`src/rtl/dual_timer_scheduler.sv`:
```
// dual_timer_scheduler
//   Two serial requesters share one countdown engine. Each channel hunts for
//   the start pattern 1101 on its data bit. It then shifts in a 4-bit delay
//   (MSB first) and requests the engine. A round-robin arbiter hands the
//   engine out. The engine counts (delay+1)*TICKS cycles, and the channel then
//   holds done until it is acknowledged.
//
// Ports
//   clk        : sole clock, rising edge
//   reset      : synchronous, active-high; clears all state
//   data[1:0]  : serial input bit per channel
//   ack[1:0]   : per-channel acknowledge, honoured only in DONE
//   pending    : channel waiting for the engine
//   counting   : channel owning the running engine (one-hot or zero)
//   done       : channel finished, waiting for ack
//   active_ch  : channel owning the engine, 0 when idle
//   count      : remaining delay units of the running job, 0 when idle
//
// Per-channel states
//   state   | meaning
//   --------+---------------------------------------------------------
//   S_IDLE  | hunting for 1101 in the serial stream (overlap allowed)
//   S_SHIFT | capturing the 4 delay bits, MSB first
//   S_PEND  | delay captured, waiting for an engine grant
//   S_RUN   | engine counting for this channel
//   S_DONE  | job finished, done asserted until ack

module dual_timer_scheduler #(
  parameter int TICKS = 1000
) (
  input  logic       clk,
  input  logic       reset,
  input  logic [1:0] data,
  input  logic [1:0] ack,
  output logic [1:0] pending,
  output logic [1:0] counting,
  output logic [1:0] done,
  output logic       active_ch,
  output logic [3:0] count
);

  localparam int TW = $clog2(TICKS);
  localparam logic [TW-1:0] TICK_LAST = TW'(TICKS - 1);

  typedef enum logic [2:0] {
    S_IDLE,
    S_SHIFT,
    S_PEND,
    S_RUN,
    S_DONE
  } ch_state_t;

  ch_state_t       state_q [2];
  ch_state_t       state_d [2];
  // Three previous bits; together with the current bit they form the
  // 4-bit search window.
  logic [2:0]      hist_q  [2];
  logic [1:0]      bit_cnt_q [2];
  logic [3:0]      delay_q [2];

  logic [TW-1:0]   tick_q;
  logic [3:0]      remaining_q;
  logic            rr_ptr_q;

  logic            run_any;
  logic            last_cycle;
  logic            engine_free;
  logic            pend0;
  logic            pend1;
  logic            grant_valid;
  logic            grant_ch;

  // Arbitration. The engine is treated as free during the final cycle of
  // the running job, so a waiting channel starts on the very next cycle and
  // the engine never sits idle while a request is pending.
  always_comb begin
    run_any     = (state_q[0] == S_RUN) || (state_q[1] == S_RUN);
    last_cycle  = run_any && (tick_q == TICK_LAST) && (remaining_q == 4'd0);
    engine_free = !run_any || last_cycle;
    pend0       = (state_q[0] == S_PEND);
    pend1       = (state_q[1] == S_PEND);
    grant_valid = engine_free && (pend0 || pend1);
    grant_ch    = (pend0 && pend1) ? rr_ptr_q : pend1;
  end

  // State register
  always_ff @(posedge clk) begin
    for (int c = 0; c < 2; c++) begin
      if (reset) state_q[c] <= S_IDLE;
      else       state_q[c] <= state_d[c];
    end
  end

  // Next-state logic
  always_comb begin
    for (int c = 0; c < 2; c++) begin
      state_d[c] = state_q[c];
      case (state_q[c])
        S_IDLE:  if ({hist_q[c], data[c]} == 4'b1101) state_d[c] = S_SHIFT;
        S_SHIFT: if (bit_cnt_q[c] == 2'd3) state_d[c] = S_PEND;
        S_PEND:  if (grant_valid && (grant_ch == c[0])) state_d[c] = S_RUN;
        S_RUN:   if (last_cycle) state_d[c] = S_DONE;
        S_DONE:  if (ack[c]) state_d[c] = S_IDLE;
        default: state_d[c] = S_IDLE;
      endcase
    end
  end

  // Outputs, decoded from registered state only
  always_comb begin
    pending   = 2'b00;
    counting  = 2'b00;
    done      = 2'b00;
    for (int c = 0; c < 2; c++) begin
      pending[c]  = (state_q[c] == S_PEND);
      counting[c] = (state_q[c] == S_RUN);
      done[c]     = (state_q[c] == S_DONE);
    end
    active_ch = (state_q[1] == S_RUN);
    count     = run_any ? remaining_q : 4'd0;
  end

  // Per-channel datapath: pattern history and delay shift register
  always_ff @(posedge clk) begin
    for (int c = 0; c < 2; c++) begin
      if (reset) begin
        hist_q[c]    <= 3'd0;
        bit_cnt_q[c] <= 2'd0;
        delay_q[c]   <= 4'd0;
      end else begin
        case (state_q[c])
          S_IDLE: begin
            bit_cnt_q[c] <= 2'd0;
            if (state_d[c] == S_SHIFT) hist_q[c] <= 3'd0;
            else                       hist_q[c] <= {hist_q[c][1:0], data[c]};
          end
          S_SHIFT: begin
            delay_q[c]   <= {delay_q[c][2:0], data[c]};
            bit_cnt_q[c] <= bit_cnt_q[c] + 2'd1;
          end
          S_DONE: if (ack[c]) hist_q[c] <= 3'd0;
          default: ;
        endcase
      end
    end
  end

  // Shared engine. A grant takes priority over the final-cycle wrap so that
  // a back-to-back job loads its own delay.
  always_ff @(posedge clk) begin
    if (reset) begin
      tick_q      <= '0;
      remaining_q <= 4'd0;
      rr_ptr_q    <= 1'b0;
    end else if (grant_valid) begin
      tick_q      <= '0;
      remaining_q <= delay_q[grant_ch];
      rr_ptr_q    <= ~grant_ch;
    end else if (run_any) begin
      if (tick_q == TICK_LAST) begin
        tick_q <= '0;
        if (remaining_q != 4'd0) remaining_q <= remaining_q - 4'd1;
      end else begin
        tick_q <= tick_q + TW'(1);
      end
    end
  end

endmodule

```
`config.mk`:
```
export PLATFORM = sky130hd
export DESIGN_NAME = dual_timer_scheduler
export DESIGN_NICKNAME = d
export VERILOG_FILES = /design/src/rtl/dual_timer_scheduler.sv
export SDC_FILE = /design/constraint.sdc
export NUM_CORES = 1
export LEC_CHECK = 0
export CAP_MARGIN = 10
export CORE_MARGIN = 2
export CORE_UTILIZATION = 40
export DETAILED_ROUTE_END_ITERATION = 16
export MAX_ROUTING_LAYER = met4
export PLACE_DENSITY = 0.67
export SYNTH_ARGS = -nofsm -noshare
export SYNTH_HDL_FRONTEND = slang
export SYNTH_SLANG_ARGS = --single-unit
```
`constraint.sdc`:
```
create_clock -name clk -period 1.6 [get_ports clk]
set_input_delay 0.16 -clock clk [delete_from_list [all_inputs] [get_ports clk]]
set_output_delay 0.16 -clock clk [all_outputs]
set_load 0.01 [all_outputs]
```
# --- After elaboration in Yosys (flattened, before gate mapping) ---
# Memories as Yosys holds them, arrays and structs flattened.
# Index checks and enable logic that the tools add are counted.
word_totals:
  register_bits: 15
  ram_bits: 24
  in_bits: 6
  out_inout_bits: 11
  word_cells: 132
  mem_count: 4
op_classes:
  add_sub_neg: 4
  eq_ne: 15
  mux: 72
  bitwise_logic: 15
  reduce_logical: 19
memory_table:
  columns: ["memory", "words", "width", "rd", "rd_ports_with_merged_regs", "wr", "line_no", "source"]
  rows:
  - ["delay_q", 2, 4, 3, 0, 2, "59", "logic [3:0] delay_q [2];"]
  - ["hist_q", 2, 3, 2, 0, 2, "57", "logic [2:0] hist_q [2];"]
  - ["state_q", 2, 3, 2, 0, 2, "53", "ch_state_t state_q [2];"]
  - ["bit_cnt_q", 2, 2, 2, 0, 2, "58", "logic [1:0] bit_cnt_q [2];"]
ops:
  columns: ["op", "count"]
  rows:
  - ["3-bit 2-to-1 mux", 18]
  - ["1-bit 2-to-1 mux", 40]
  - ["3-bit one-hot mux with 5 select lines", 2]
  - ["4-bit 2-to-1 mux", 7]
  - ["1-bit OR", 14]
  - ["3-bit by 1-bit == test with 1-bit output, second input constant", 4]
  - ["3-bit by 2-bit == test with 1-bit output, second input constant", 4]
  - ["10-bit by 1-bit adder with 10-bit output, second input constant", 1]
  - ["10-bit == test, second input constant", 1]
  - ["10-bit 2-to-1 mux", 1]
  - ["4-bit == test, second input constant", 2]
  - ["2-bit 2-to-1 mux", 4]
  - ["3-bit == test, second input constant", 2]
  - ["1-bit logical AND", 6]
  - ["3-bit logical NOT", 2]
  - ["2-bit nonzero test", 3]
  - ["2-bit by 1-bit adder with 2-bit output, second input constant", 2]
  - ["2-bit == test, second input constant", 2]
  - ["4-bit logical NOT", 1]
  - ["4-bit nonzero test", 1]
  - ["4-bit by 1-bit subtractor with 4-bit output, second input constant", 1]
  - ["1-bit logical OR", 3]
  - ["3-bit AND reduction", 1]
  - ["2-bit OR reduction", 1]
  - ["2 further kinds", 2]

# --- Logic depth before layout (Yosys ltp) ---
depth:
  ltp_word: 17
  mapped_depth: 8
  mapped_depth_nobuf: 7

# --- Worst setup path before layout ---
# No wires, ideal clock.
synth_timing:
  path_kind: "register to register"
  from: "register remaining_q[0]"
  to: "register remaining_q[1]"
  setup_time_ns: 0.067
  arrival_ns: 1.657
  required_time_ns: 1.533
  slack_ns: -0.124
  path_stages_with_launch: 8
  n_path_buf: 0
  synth_period_minus_slack_ns: 1.724
  path_cell_list: "dfxtp_1 > inv_1 > ha_1 > or3b_1 > nor4_4 > o21ai_4 > mux2_4 > o21ai_2"
synth_between:
  elab_chain_cells: 6
  word_cells_on_any_way: 14
  classes_between: "add/sub (1); mux (4); reduce/logical (9)"
synth_rtl:
  columns: ["item", "line_no", "source"]
  rows:
  - ["from (decl)", "62", "logic [3:0] remaining_q;"]
  - ["from (signal assigned)", "157", "remaining_q <= delay_q[grant_ch];"]
  - ["from (signal assigned)", "162", "if (remaining_q != 4'd0) remaining_q <= remaining_q - 4'd1;"]
  - ["parallel branches: the longest is 6 deep, another holds 4-bit by 1-bit subtractor with 4-bit output", null, null]
# Parallel ways; which one is timed is not known. The select of a mux whose other input is x is not followed.
# A chain may end at the register's enable or synchronous reset.

# --- Worst setup path in the final report ---
# Ends and elaborated chain as after synthesis.

==> results by group <==
Status
  – Status: finished with violations
  – Violated checks: setup timing

Synth
  – Largest family of logic cells by synthesized area: simple AND/OR/NAND/NOR gates
  – Simple-Gate Fraction of Synth Area: 0.273
  – Yosys warnings: 0
  – Synth Instances: 211
  – Synth top area share: 0.250
  – Syn Nets: 222
  – Compound-Gate Fraction of Synth Area: 0.121
  – #FFs+latches synth: 39
  – Synthesized-area fraction occupied by adder cells: 0.0289
  – Register area share after synthesis: 0.444
  – Library cells used by synthesis: 55
  – Post-Syn Area: 2160 um^2
  – Synth area leaders: edfxtp_1 25%, dfxtp_1 19%, and2_1 4.9%
  – Avg Cell Area, Syn: 10.2 um^2
  – Post-synth EDFFs: 18
  – Synth Area in XOR/XNOR: 0.0365
  – Synth area leader: edfxtp_1
  – Mux share of post-synthesis cell area: 0.0451
  – Async S/R FF share, synth: 0
  – Main flop type after synthesis: dfxtp_1

Layout
  – Fill count: 472
  – Util after Layout: 0.571
  – Area Overhead vs Synth: 36.7%
  – ANT cells: 0
  – Share of cells above drive strength 1: 0.358
  – Fin nets: approximately 290
  – Final Cell Area: 2960 um^2

Timing
  – RSZ-0062 raised after global routing: true
  – Fin crit share: 1.11
  – Period minus WS final: about 1.8 ns
  – Post-route setup slack: -0.172 ns
  – Final setup fails: 8
  – Setup TNS: -0.993 ns
  – Final hold violations: 0
  – Max-slew violations: 0
  – Slew headroom: 0.728
  – Layout Skew: between 0.01 and 0.015 ns
  – Hold slack final: 0.498 ns
  – Worst Tran Pin Value: 0.407 ns
  – Max Freq: 0.564 GHz

Job
  – Max-cap violations: 0

Floorplanning
  – Cell Rows: 26
  – Num ports: 17
  – Core region area: 5170 um^2
  – DIE WIDTH: slightly below 80 um
  – Die H: ~78 um
  – Die Area: approximately 6000 um^2
  – Initial Util: 0.418

Power
  – Worst VDD drop: between 300 and 400 uV
  – PwrDens: 595 nW/um^2
  – Pleak: 0.00134 uW

Clock tree
  – Later-pin clock latency in the skew report: around 0.30 ns
  – Clk buf depth: 2
  – CTS Hold Bufs: 0
  – Clock transition at the registers of the reported paths: 0.07 ns
  – CTS tree: built
  – CTS Buf Count: 5
  – Max H-tree Level: 2
  – CTS root buf: clkbuf_8
  – CTS Sinks: 39

Worst hold path
  – Hold Startpoint: remaining_q[1]
  – Worst hold path class: register to register

Route
  – Pre-antenna DRT Iters: 4
  – Avg WL per Cell: 13.9 um
  – Routed wire length: 4.89 mm
  – Vias: 1,767
  – DRT iter0 DRCs: 90
  – Antenna Nets Post-Route: 0
  – Drt drc: 0
  – Via-to-Cell Ratio: 5.02

Critical path
  – Crit path launch type: register
  – CP arrival: around 2.0 ns
  – RR Startpoint: remaining_q[0]
  – Setup CP Type: register to register
  – CP startpoint: remaining_q[0]
  – Reg2reg setup slack: -0.17 ns
  – Critical Path End Type: register
  – Worst endpoint required time: 1.83 ns
  – Crit path max fanout: 5

Placed design
  – Post-DP Area: ~2700 um^2
  – Placer congestion estimate: roughly 0.83
  – Port buffer count: 16
  – Placed wire-length estimate: 3.59 mm

Global routing
  – GR Util All Layers: 0.175
  – Number of global-route vias before repair: 1,774
  – Largest net degree at the start of global routing: 14
  – Global-route wire length before repair: 8.13 mm
  – GRT Residual Overflow: 0
  – Initial antenna violation count: 0
[cell usage after synthesis, types with 2 or more instances]
cell	number
a21o_1	4
or2_1	2
xnor2_1	2
buf_4	6
buf_2	2
nand3b_1	3
nor3b_1	2
nor4_1	3
o21bai_1	2
and3_1	5
nor2b_1	2
a21oi_1	8
a2bb2oi_1	2
nand2b_1	4
nor3_1	2
nor2_1	23
mux2i_1	6
a31oi_1	2
nor3b_4	2
or2_2	2
nand4_1	4
xor2_1	7
ha_1	5
o22ai_1	2
clkbuf_1	3
dfxtp_1	21
nand3_1	6
inv_1	11
edfxtp_1	18
nand2_1	6
mux2_1	2
and2_1	17
o32ai_1	3
[area by class of cell]
cell class              instances  area [um^2]  area share
multi-input cells             150         1170       0.395
well taps                      70         87.6      0.0296
flip-flops and latches         39          972       0.329
inverters                      12         45.0      0.0152
clock inverters                 3         15.0     0.00508
repair buffers                 73          598       0.202
clock buffers                   5         68.8      0.0233
[registers in the layout, indices dropped and copies added (netlist names)]
register     count
rr_ptr_q         1
remaining_q      4
delay_q          8
bit_cnt_q        4
state_q          6
tick_q          10
hist_q           6
[per-stage QoR]
step,setup slack [ns],total power (uW),std cells
after floorplan,-0.0850,1110,211
after global placement,-0.0995,1140,333
after detailed placement,-0.159,1140,333
after CTS,-0.171,1790,348
after global routing,-0.247,1830,352
final,-0.172,1760,352
[cells in the final DEF, fill, tap and decap left out, types with 3 or more instances in the layout]
master            n
a21o_1            4
a21oi_1           6
and2_1           17
and3_1            5
buf_4            53
buf_6             3
clkbuf_8          5
clkdlybuf4s50_1   5
dfxtp_1          12
dfxtp_2           9
dlygate4sd2_1    11
edfxtp_1         18
ha_1              3
inv_1             9
inv_2             3
mux2i_1           6
nand2_1           6
nand2b_1          4
nand3_1           6
nand3b_1          3
nand4_1           4
nor2_1           21
nor4_1            3
o32ai_1           3
xor2_1            7
[layer usage]
metal	up-vias	track usage	share of wire
met5	-	-	0
met4	0	0.0500	0.012
li1	886	-	-
met1	856	0.214	0.48
met2	18	0.294	0.48
met3	7	0.0372	0.025
[what timing repair did]
action                                  in CTS  in global routing
gates cloned                                 1                  0
pin swaps                                    8                  6
setup buffers                                6                  5
resized for setup                           26                 10
endpoints found under the setup margin      19                 21
[cells by family (layout without fill, tap and decap cells)]
| group | Yosys count | count (layout) |
|---|---|---|
| flip-flops | 39 | 39 |
| AND/OR/NAND/NOR | 93 | 93 |
| XOR/XNOR | 9 | 9 |
| multiplexers | 9 | 9 |
| buffers and inverters | 23 | 93 |
| AO/OA/AOI/OAI | 33 | 34 |
| adder cells (fa/ha/maj) | 5 | 5 |
[worst max-delay path, stage by stage (launching register included)]
cell and delay, ns:
dfxtp_2 0.33, inv_2 0.07, ha_4 0.13, or3b_4 0.40
nor4_4 0.24, o21ai_4 0.13, mux2_4 0.32, o21ai_2 0.10
[path summary, 6_finish.rpt]
check | to | cells after the start
min | remaining_q[1] | 2
max | remaining_q[1] | 7
min reg2reg | remaining_q[1] | 2
max reg2reg | remaining_q[1] | 7
[power breakdown]
part | leakage (uW) | internal [uW] | switching [uW]
logic | 0.000928 | 32.0 | 29.5
registers | 0.000377 | 1050 | 6.68
clock network | 0.0000392 | 296 | 343
total | 0.00134 | 1380 | 379
No activity file was read; power rests on OpenSTA's default activity.
